File: config.mk
export PLATFORM = sky130hd
export DESIGN_NAME = streampf_dma_sched
export DESIGN_NICKNAME = d
export VERILOG_FILES = /design/src/rtl/streampf_dma_sched.sv
export SDC_FILE = /design/constraint.sdc
export NUM_CORES = 1
export LEC_CHECK = 0
export CAP_MARGIN = 10
export CORE_MARGIN = 3
export CORE_UTILIZATION = 46
export CTS_CLUSTER_DIAMETER = 200
export DETAILED_ROUTE_END_ITERATION = 10
export HOLD_SLACK_MARGIN = 0.08
export PLACE_DENSITY = 0.81
export RECOVER_POWER = 25
export SYNTH_ARGS = -nofsm -noshare
export SYNTH_HDL_FRONTEND = slang
export SYNTH_SLANG_ARGS = --single-unit
File: constraint.sdc
create_clock -name clk_i -period 2.29 [get_ports clk_i]
set_input_delay 0.229 -clock clk_i [delete_from_list [all_inputs] [get_ports clk_i]]
set_output_delay 0.229 -clock clk_i [all_outputs]
set_load 0.1 [all_outputs]
File: src/rtl/streampf_dma_sched.sv
// Shares the single cache DMA channel between demand misses and one buffered stream prefetch.
// Optional prefetch aging is enabled by defining STREAMPF_SCHED_AGING_EN.
module streampf_dma_sched #(
    parameter int unsigned addr_width_p = 32,
    parameter int unsigned max_wait_p   = 16
) (
    input  logic                    clk_i,
    input  logic                    reset_i,
    input  logic                    demand_v_i,
    input  logic [addr_width_p-1:0] demand_addr_i,
    output logic                    demand_yumi_o,
    input  logic                    pf_v_i,
    input  logic [addr_width_p-1:0] pf_addr_i,
    output logic                    pf_ready_o,
    output logic                    dma_v_o,
    output logic [addr_width_p-1:0] dma_addr_o,
    output logic                    dma_pf_o,
    input  logic                    dma_ready_i,
    input  logic                    dma_done_i,
    output logic                    dma_busy_o,
    output logic                    pf_drop_o
);

    typedef enum logic [1:0] {IDLE, REQ, WAIT} state_e;

    if (max_wait_p == 0) begin : g_bad_max_wait
        $error("max_wait_p must be at least 1");
    end

    state_e                  state_r;
    logic                    slot_v_r;
    logic [addr_width_p-1:0] slot_addr_r;
    logic [addr_width_p-1:0] req_addr_r;
    logic                    req_pf_r;

    logic accept_demand;
    logic supersede;
    logic dequeue;
    logic slot_write;
    logic age_drop;

    // Handshake decode; the reset gate keeps the combinational pulses quiet while reset is held.
    assign accept_demand = (state_r == IDLE) & demand_v_i & ~reset_i;
    assign supersede     = accept_demand & slot_v_r & (slot_addr_r == demand_addr_i);
    assign dequeue       = (state_r == IDLE) & ~demand_v_i & slot_v_r & ~reset_i;
    assign slot_write    = pf_v_i & ~slot_v_r;

`ifdef STREAMPF_SCHED_AGING_EN
    localparam int unsigned AgeW = (max_wait_p < 2) ? 1 : $clog2(max_wait_p + 1);
    logic [AgeW-1:0] slot_age_r;

    // Drop on the cycle the age would reach max_wait_p; dequeue and supersede win.
    assign age_drop = slot_v_r & ~supersede & ~dequeue & ~reset_i
                    & (slot_age_r == AgeW'(max_wait_p - 1));

    always_ff @(posedge clk_i or posedge reset_i) begin
        if (reset_i) begin
            slot_age_r <= '0;
        end else if (slot_write) begin
            slot_age_r <= '0;
        end else if (slot_v_r && !supersede && !dequeue && !age_drop) begin
            slot_age_r <= slot_age_r + AgeW'(1);
        end
    end
`else
    assign age_drop = 1'b0;
`endif

    assign demand_yumi_o = accept_demand;
    assign pf_drop_o     = supersede | age_drop;
    assign pf_ready_o    = ~slot_v_r;
    assign dma_v_o       = (state_r == REQ);
    assign dma_busy_o    = (state_r != IDLE);
    assign dma_addr_o    = req_addr_r;
    assign dma_pf_o      = req_pf_r;

    // Channel FSM plus prefetch slot; a write only lands in an empty slot, so it never races a clear.
    always_ff @(posedge clk_i or posedge reset_i) begin
        if (reset_i) begin
            state_r     <= IDLE;
            req_addr_r  <= '0;
            req_pf_r    <= 1'b0;
            slot_v_r    <= 1'b0;
            slot_addr_r <= '0;
        end else begin
            case (state_r)
                IDLE: begin
                    if (accept_demand) begin
                        req_addr_r <= demand_addr_i;
                        req_pf_r   <= 1'b0;
                        state_r    <= REQ;
                    end else if (dequeue) begin
                        req_addr_r <= slot_addr_r;
                        req_pf_r   <= 1'b1;
                        state_r    <= REQ;
                    end
                end
                REQ: begin
                    if (dma_ready_i) state_r <= WAIT;
                end
                WAIT: begin
                    if (dma_done_i) state_r <= IDLE;
                end
                default: state_r <= IDLE;
            endcase

            if (slot_write) begin
                slot_v_r    <= 1'b1;
                slot_addr_r <= pf_addr_i;
            end else if (supersede || dequeue || age_drop) begin
                slot_v_r <= 1'b0;
            end
        end
    end

endmodule

Word level (Yosys, flattened, before mapping)

Cells that the tools add are included.

Register bits after elaboration: 68
Bits of input ports: 70
Output and inout bits: 38

Equal/unequal tests: 6
Mux-type cells: 11
Bitwise gates (word level): 11
Reduce and logical (&&, ||, !) cells: 7

Operators with widths:

| cell                 | number |
|---|---|
| $mux W32             | 2 |
| $eq A32 B32 Y1       | 1 |
| $and A1 B1 Y1        | 8 |
| $mux W2              | 4 |
| $pmux W2 S3          | 1 |
| $reduce_bool A2 Y1   | 3 |
| $mux W1              | 4 |
| $ne A3 B3 Y1 const B | 1 |
| $not A1 Y1           | 3 |
| $reduce_and A3 Y1    | 1 |
| $eq A2 B1 Y1 const B | 1 |
| $eq A2 B2 Y1 const B | 1 |
| $logic_not A2 Y1     | 1 |
| $ne A2 B1 Y1 const B | 1 |
| $ne A2 B2 Y1 const B | 1 |
| $reduce_and A2 Y1    | 1 |
| $logic_or A1 B1 Y1   | 1 |

Depth between registers and ports, before layout

Gate-level depths: netlist (run 1).

Word-level depth: 8
Mapped depth: 6
Gate-level depth less buffers: 5

Least setup slack after synthesis (run 1)

No wires, ideal clock.

Kind: reg2reg
Start point: register state_r[0]
End point: register slot_v_r
Library setup time: 0.212 ns
Arrival: 2.966 ns
Required time: 2.078 ns
Slack: -0.888 ns
Stages on the path, launching flop included: 6
Buffers on the path: 0
Clock period less this slack: 3.178 ns
Path through: dfrtp_1 or2_4 nor3b_4 nand4_1 nor4_2 o31ai_1

Longest elaborated chain between the ends: 7

Ends and longest elaborated chain:

| what                                | RTL line | source |
|---|---|---|
| start, declared                     | 30       | `state_e state_r;` |
| start signal, assigned              | 80       | `state_r <= IDLE;` |
| start signal, assigned              | 91       | `state_r <= REQ;` |
| start signal, assigned              | 95       | `state_r <= REQ;` |
| $logic_not A2 Y1                    | 43       | `assign accept_demand = (state_r == IDLE) & demand_v_i & ~reset_i;` |
| $and A1 B1 Y1 (2 in a row)          | 43       |  |
| $and A1 B1 Y1 (2 in a row)          | 44       | `assign supersede = accept_demand & slot_v_r & (slot_addr_r == demand_addr_i);` |
| via pf_drop_o                       | 21       | `output logic pf_drop_o` |
| $logic_or A1 B1 Y1                  | 110      | `end else if (supersede \|\| dequeue \|\| age_drop) begin` |
| $reduce_bool A2 Y1 (no source line) | --       |  |
| end signal, assigned                | 83       | `slot_v_r <= 1'b0;` |
| end signal, assigned                | 108      | `slot_v_r <= 1'b1;` |
| end signal, assigned                | 111      | `slot_v_r <= 1'b0;` |
| end, declared                       | 31       | `logic slot_v_r;` |

The timed path passes the listed nets, and every way through them passes these cells.
A chain may end at the register's enable or synchronous reset.

Final worst setup path (run 1)

Start point: register state_r[1]
End point: output pf_drop_o

Longest elaborated chain between the ends: 5

Ends and longest elaborated chain:

| what                       | RTL line |
|---|---|
| $logic_not A2 Y1           | 43 |
| $and A1 B1 Y1 (2 in a row) | 43 |
| $and A1 B1 Y1 (2 in a row) | 44 |
| end, declared              | 21 |

Every way passes these cells.

==> impl_metrics.py, run 1 <==
metrics = {
    "sta": {
        "fin_worst_skew_ns": 0.0121,
        "hold_violations": 0,
        "rsz0062_at_grt": "true",
        "fin_crit_sh": 0.969,
        "relSlewSlack": 0.175,
        "finalCriticalPeriod_ns": 2.22,
        "worstMarginPinSlew_ns": 1.24,
        "fmax_mhz": 451,
        "setup_violations": 0,
        "final_max_slew_viol_count": 0,
    },
    "yosys": {
        "netlist.area_leader.share": 0.520,
        "ys_warn_count": 0,
        "synth_edf_count": 0,
        "yosys-top-cells-count": "dfrtp_1 (68), nand2_1 (35), mux2i_1 (32)",
        "syn_inst": 271,
        "ys.flop_type": "dfrtp_1",
        "seq_area_frac_synth": 0.520,
        "postSynthAreaPerCell_um2": 12.1,
        "synth_area_mm2": 0.00327,
        "synth_cell_types": 29,
        "async_reset_ff_frac": 1.00,
        "ys_ff_latch": 68,
        "synth_area_leaders": "dfrtp_1 (52%), mux2_2 (10%), mux2i_1 (9.8%)",
        "synth_area_leader_cell": "dfrtp_1",
        "yosysMostFrequentCell": "dfrtp_1",
        "syn-num-nets": 341,
    },
    "setup_path": {
        "path_class": "reg2out",
        "cp_data_required_time_ns": 2.06,
        "path_max_fanout": 3,
        "reg2regPathDepth": 7,
        "critPathMaxStageDelay_ns": 0.38,
        "r2r_setup_slack_ns": 0.42,
        "crit_chain": "or2_4 > nor3b_4 > nand4_1 > nor4_4 > buf_12",
        "critPathCaptureType": "output port",
        "cpMaxStageDelayCell": "dfrtp_1",
        "crit_arrival_ns": 1.99,
        "crit_path_start_kind": "flop",
    },
    "clock_tree": {
        "htree_num_levels": 3,
        "cts_made_buffers": 9,
        "cts_tree": "yes",
        "clock_sinks": 68,
        "clock-root-buffer": "clkbuf_8",
        "cts_hold_buf": 0,
        "clkSlewWorstSetupHoldPaths_ns": 0.08,
        "clock_path_buffers": 2,
        "clk_latency_ns": 0.33,
    },
    "route": {
        "route.detailed.drc": 0,
        "top_layer": "met4",
        "antenna_left": 0,
        "routed-via-count": 2436,
        "vias_per_cell": 5.00,
        "met3_length_um": 434,
        "met1_length_um": 3370,
        "firstDrtPassIters": 4,
        "wl_per_cell_um": 16.1,
        "dr.first_iter.drc_count": 77,
        "drt_wl_total_um": 7830,
        "dr_wl_met2_um": 3950,
    },
    "die": {
        "die_height_um": 90.4,
        "rows": 30,
        "start_util": 0.479,
        "io_pins": 108,
        "chipWidth_um": 90.4,
        "core-area_mm2": 0.00683,
        "die_area_mm2": 0.00816,
    },
    "placement": {
        "dp_hpwl_um": 5580,
        "port_buffers": 107,
        "routabilityCongestion": 0.751,
    },
    "finish": {
        "fillers": 544,
        "diodes": 0,
        "final_layout_size_suffix_gt1_frac": 0.292,
        "fin_util": 0.686,
        "syn_to_final_growth_pct": 43.3,
        "seqCellArea_mm2": 0.00170,
        "multi_input_area_mm2": 0.00150,
        "fin_nets": 456,
    },
    "global_routing": {
        "grt_first_pass_wirelength_um": 12800,
        "grt_pass1_vias": 2533,
        "antenna_found_initial": 0,
        "grt_usage": 0.199,
        "grt_overflow": 0,
        "grt_max_degree": 68,
    },
    "job": {
        "maxCapViolCount": 0,
    },
    "worst_hold_path": {
        "hold_depth": 3,
        "hold_class": "in2reg",
    },
    "run_status": {
        "run_status": "finished, final reports clean",
    },
}
==> sequential cells by signal, summed over array words and instances (netlist names) <==
register     cells
dma_addr_o      32
slot_addr_r     32
state_r          2
dma_pf_o         1
slot_v_r         1
==> path summary, 6_finish.rpt <==
check                             startpoint              to
setup / recovery                  state_r[1]       pf_drop_o
hold / removal             demand_addr_i[17]  dma_addr_o[17]
setup reg to reg                  state_r[1]        slot_v_r
hold reg to reg                     dma_pf_o        dma_pf_o
max in group asynchronous            reset_i   dma_addr_o[5]
min in group asynchronous            reset_i   dma_addr_o[0]
==> kinds of logic after synthesis <==
group,synth area share
flip-flops,0.520
multiplexers,0.208
AND/OR/NAND/NOR,0.0807
AO/OA/AOI/OAI,0.0680
XOR/XNOR,0.0856
buffers and inverters,0.0378
==> critical path, delay by kind of cell, from the launching register on <==
family                 cells  cell delay [ns]
AND/OR/NAND/NOR            4             1.06
flip-flops                 1             0.38
buffers and inverters      1             0.22
==> stage by stage <==
step | instances | hold WS (ns) | worst slack (ns) | TNS (ns) | instance area [um2]
2_1_floorplan | 271 | 0.346 | -0.169 | -0.298 | 3280
3_3_place_gp | 467 | 0.474 | -0.0523 | -0.0523 | 4380
3_5_place_dp | 467 | 0.497 | -0.0847 | -0.0847 | 4380
4_1_cts | 485 | 0.443 | -0.0215 | -0.0215 | 4670
5_1_grt | 487 | 0.491 | -0.0219 | -0.0219 | 4690
6_report | 487 | 0.486 | 0.0717 | 0 | 4690
==> final cells by class <==
| cell class | count | area share |
|---|---|---|
| clock buffers | 11 | 0.0323 |
| inverters | 4 | 0.00320 |
| multi-input cells | 184 | 0.319 |
| flip-flops and latches | 68 | 0.363 |
| well taps | 96 | 0.0256 |
| clock inverters | 5 | 0.0227 |
| repair buffers | 119 | 0.234 |
==> per-layer routing <==
metal	vias to the layer above	track usage
met5	-	0
met4	0	0.0651
met3	7	0.0458
met2	77	0.346
met1	1187	0.246
li1	1165	-
==> layout by cell type (no fill, tap or decap), types with 9 or more instances in the layout <==
cell type / netlist / layout
nand2_1: 35 / 35
buf_4: 1 / 45
dfrtp_1: 68 / 68
mux2_2: 30 / 30
o21ai_2: 9 / 9
xor2_1: 28 / 28
o21ai_1: 18 / 18
clkbuf_8: 0 / 11
clkdlybuf4s50_1: 0 / 68
mux2i_1: 32 / 32
==> what timing repair did <==
item,in CTS,in global routing
setup endpoints to repair,1,1
buffers inserted,2,2
resized for setup,2,2
pin swaps,4,6
Power of run 1 is not shown: default switching activity piles up to over one toggle a cycle in this logic, so the estimate is an artifact.
==> run 2: changes to the inputs <==
RECOVER_POWER = 50   (was 25)
==> run 2 against run 1 <==
  * Final cell count stayed put
  * Register-to-register slack hardly changed
  * First-iteration DRC count is 14% lower
  * Clock-buffer cell count stayed put
  * Die area stayed put
  * Clock skew hardly changed
  * Critical endpoint unchanged
  * Critical path depth stayed put
  * Fmax hardly changed
  * Wire length is 0.40% higher
  * Setup slack better by 0.0013 ns
==> impl_metrics.py, run 2 (same netlist as run 1, synthesis figures left out) <==
metrics = {
    "route": {
        "routed-via-count": 2438,
        "route.detailed.drc": 0,
        "wl_per_cell_um": 16.1,
        "drt_wl_total_um": 7860,
        "firstDrtPassIters": 4,
        "vias_per_cell": 5.01,
        "antenna_left": 0,
        "dr.first_iter.drc_count": 66,
    },
    "sta": {
        "fmax_mhz": 451,
        "rsz0062_at_grt": "true",
        "finalCriticalPeriod_ns": 2.22,
        "fin_crit_sh": 0.968,
        "fin_worst_skew_ns": 0.0121,
        "relSlewSlack": 0.177,
        "hold_violations": 0,
        "worstMarginPinSlew_ns": 1.23,
        "setup_violations": 0,
        "final_max_slew_viol_count": 0,
    },
    "clock_tree": {
        "clkSlewWorstSetupHoldPaths_ns": 0.08,
        "cts_tree": "yes",
        "cts_made_buffers": 9,
        "htree_num_levels": 3,
        "cts_hold_buf": 0,
        "clock-root-buffer": "clkbuf_8",
        "clock_sinks": 68,
        "clk_latency_ns": 0.33,
        "clock_path_buffers": 2,
    },
    "setup_path": {
        "path_class": "reg2out",
        "path_buf_inv": 1,
        "cpMaxStageDelayCell": "dfrtp_1",
        "path_max_fanout": 3,
        "cp_data_required_time_ns": 2.06,
        "crit_path_start_kind": "flop",
        "crit_family": "simple AND/OR/NAND/NOR gates",
        "crit_arrival_ns": 1.99,
        "critPathCaptureType": "output port",
        "crit_chain": "or2_4 > nor3b_4 > nand4_1 > nor4_4 > buf_12",
        "critPathMaxStageDelay_ns": 0.38,
    },
    "global_routing": {
        "grt_overflow": 0,
        "antenna_found_initial": 0,
        "grt_first_pass_wirelength_um": 12800,
        "grt_pass1_vias": 2533,
        "grt_usage": 0.199,
        "grt_max_degree": 68,
    },
    "finish": {
        "fin_nets": 456,
        "syn_to_final_growth_pct": 41.3,
        "seqCellArea_mm2": 0.00170,
        "final_layout_size_suffix_gt1_frac": 0.248,
        "stdcell_area_mm2": 0.00463,
        "diodes": 0,
        "multi_input_area_mm2": 0.00150,
        "layout_common_cells": "dfrtp_1 (68), clkdlybuf4s50_1 (68), nand2_1 (35)",
        "fillers": 559,
        "fin_util": 0.677,
    },
    "die": {
        "die_height_um": 90.4,
        "start_util": 0.479,
        "core-area_mm2": 0.00683,
        "die_area_mm2": 0.00816,
        "rows": 30,
        "chipWidth_um": 90.4,
        "io_pins": 108,
    },
    "run_status": {
        "run_status": "finished, final reports clean",
    },
    "placement": {
        "dp_hpwl_um": 5580,
        "port_buffers": 107,
        "place_area_mm2": 0.00438,
        "routabilityCongestion": 0.751,
    },
    "worst_hold_path": {
        "hold_class": "in2reg",
    },
    "job": {
        "maxCapViolCount": 0,
    },
}
==> run 2: what timing repair did <==
item	4_1_cts	5_1_grt
hold endpoints to repair	0	0
setup buffers	2	2
endpoints found under the setup margin	1	1
pin swaps	4	6
gates resized for setup	2	2
==> run 2: per-layer routing <==
metal | up-vias | wire (um) | global-route usage | part of all wire
li1 | 1164 | - | - | -
met2 | 76 | 3940 | 0.346 | 0.50
met3 | 8 | 404 | 0.0458 | 0.051
met1 | 1190 | 3430 | 0.246 | 0.44
met5 | - | 0 | 0 | 0
met4 | 0 | 87 | 0.0651 | 0.011
==> run 2: final cells by class <==
type | count | area share
Sequential cell | 68 | 0.368
Multi-Input combinational cell | 184 | 0.324
Timing Repair Buffer | 119 | 0.223
Clock buffer | 11 | 0.0327
Tap cell | 96 | 0.0260
Clock inverter | 5 | 0.0230
Inverter | 4 | 0.00325
==> run 2: metrics by stage <==
| step | TNS (ns) | std cells | hold WS (ns) | setup slack [ns] |
|---|---|---|---|---|
| final | 0 | 487 | 0.486 | 0.0729 |
| after global routing | -0.0219 | 487 | 0.491 | -0.0219 |
| after CTS | -0.0215 | 485 | 0.443 | -0.0215 |
| after detailed placement | -0.0847 | 467 | 0.497 | -0.0847 |
| after global placement | -0.0523 | 467 | 0.474 | -0.0523 |
| after floorplan | -0.298 | 271 | 0.346 | -0.169 |
==> run 2: final timing paths <==
check                                   from        endpoint  slack, ns  cells past startpoint
max in group asynchronous            reset_i   dma_addr_o[5]       0.66                      3
hold reg to reg                     dma_pf_o        dma_pf_o       0.53                      2
min in group asynchronous            reset_i   dma_addr_o[0]       0.86                      3
setup reg to reg                  state_r[1]        slot_v_r       0.42                      7
hold / removal             demand_addr_i[17]  dma_addr_o[17]       0.49                      3
setup / recovery                  state_r[1]       pf_drop_o       0.07                      5
==> run 2: worst min-delay path: cells and delay by family <==
| kind | cells | cell delay (ns) |
|---|---|---|
| compound gates | 1 | 0.05 |
| buf+inv | 1 | 0.43 |
| simple gates | 1 | 0.07 |
Power of run 2 is left out for the same reason.
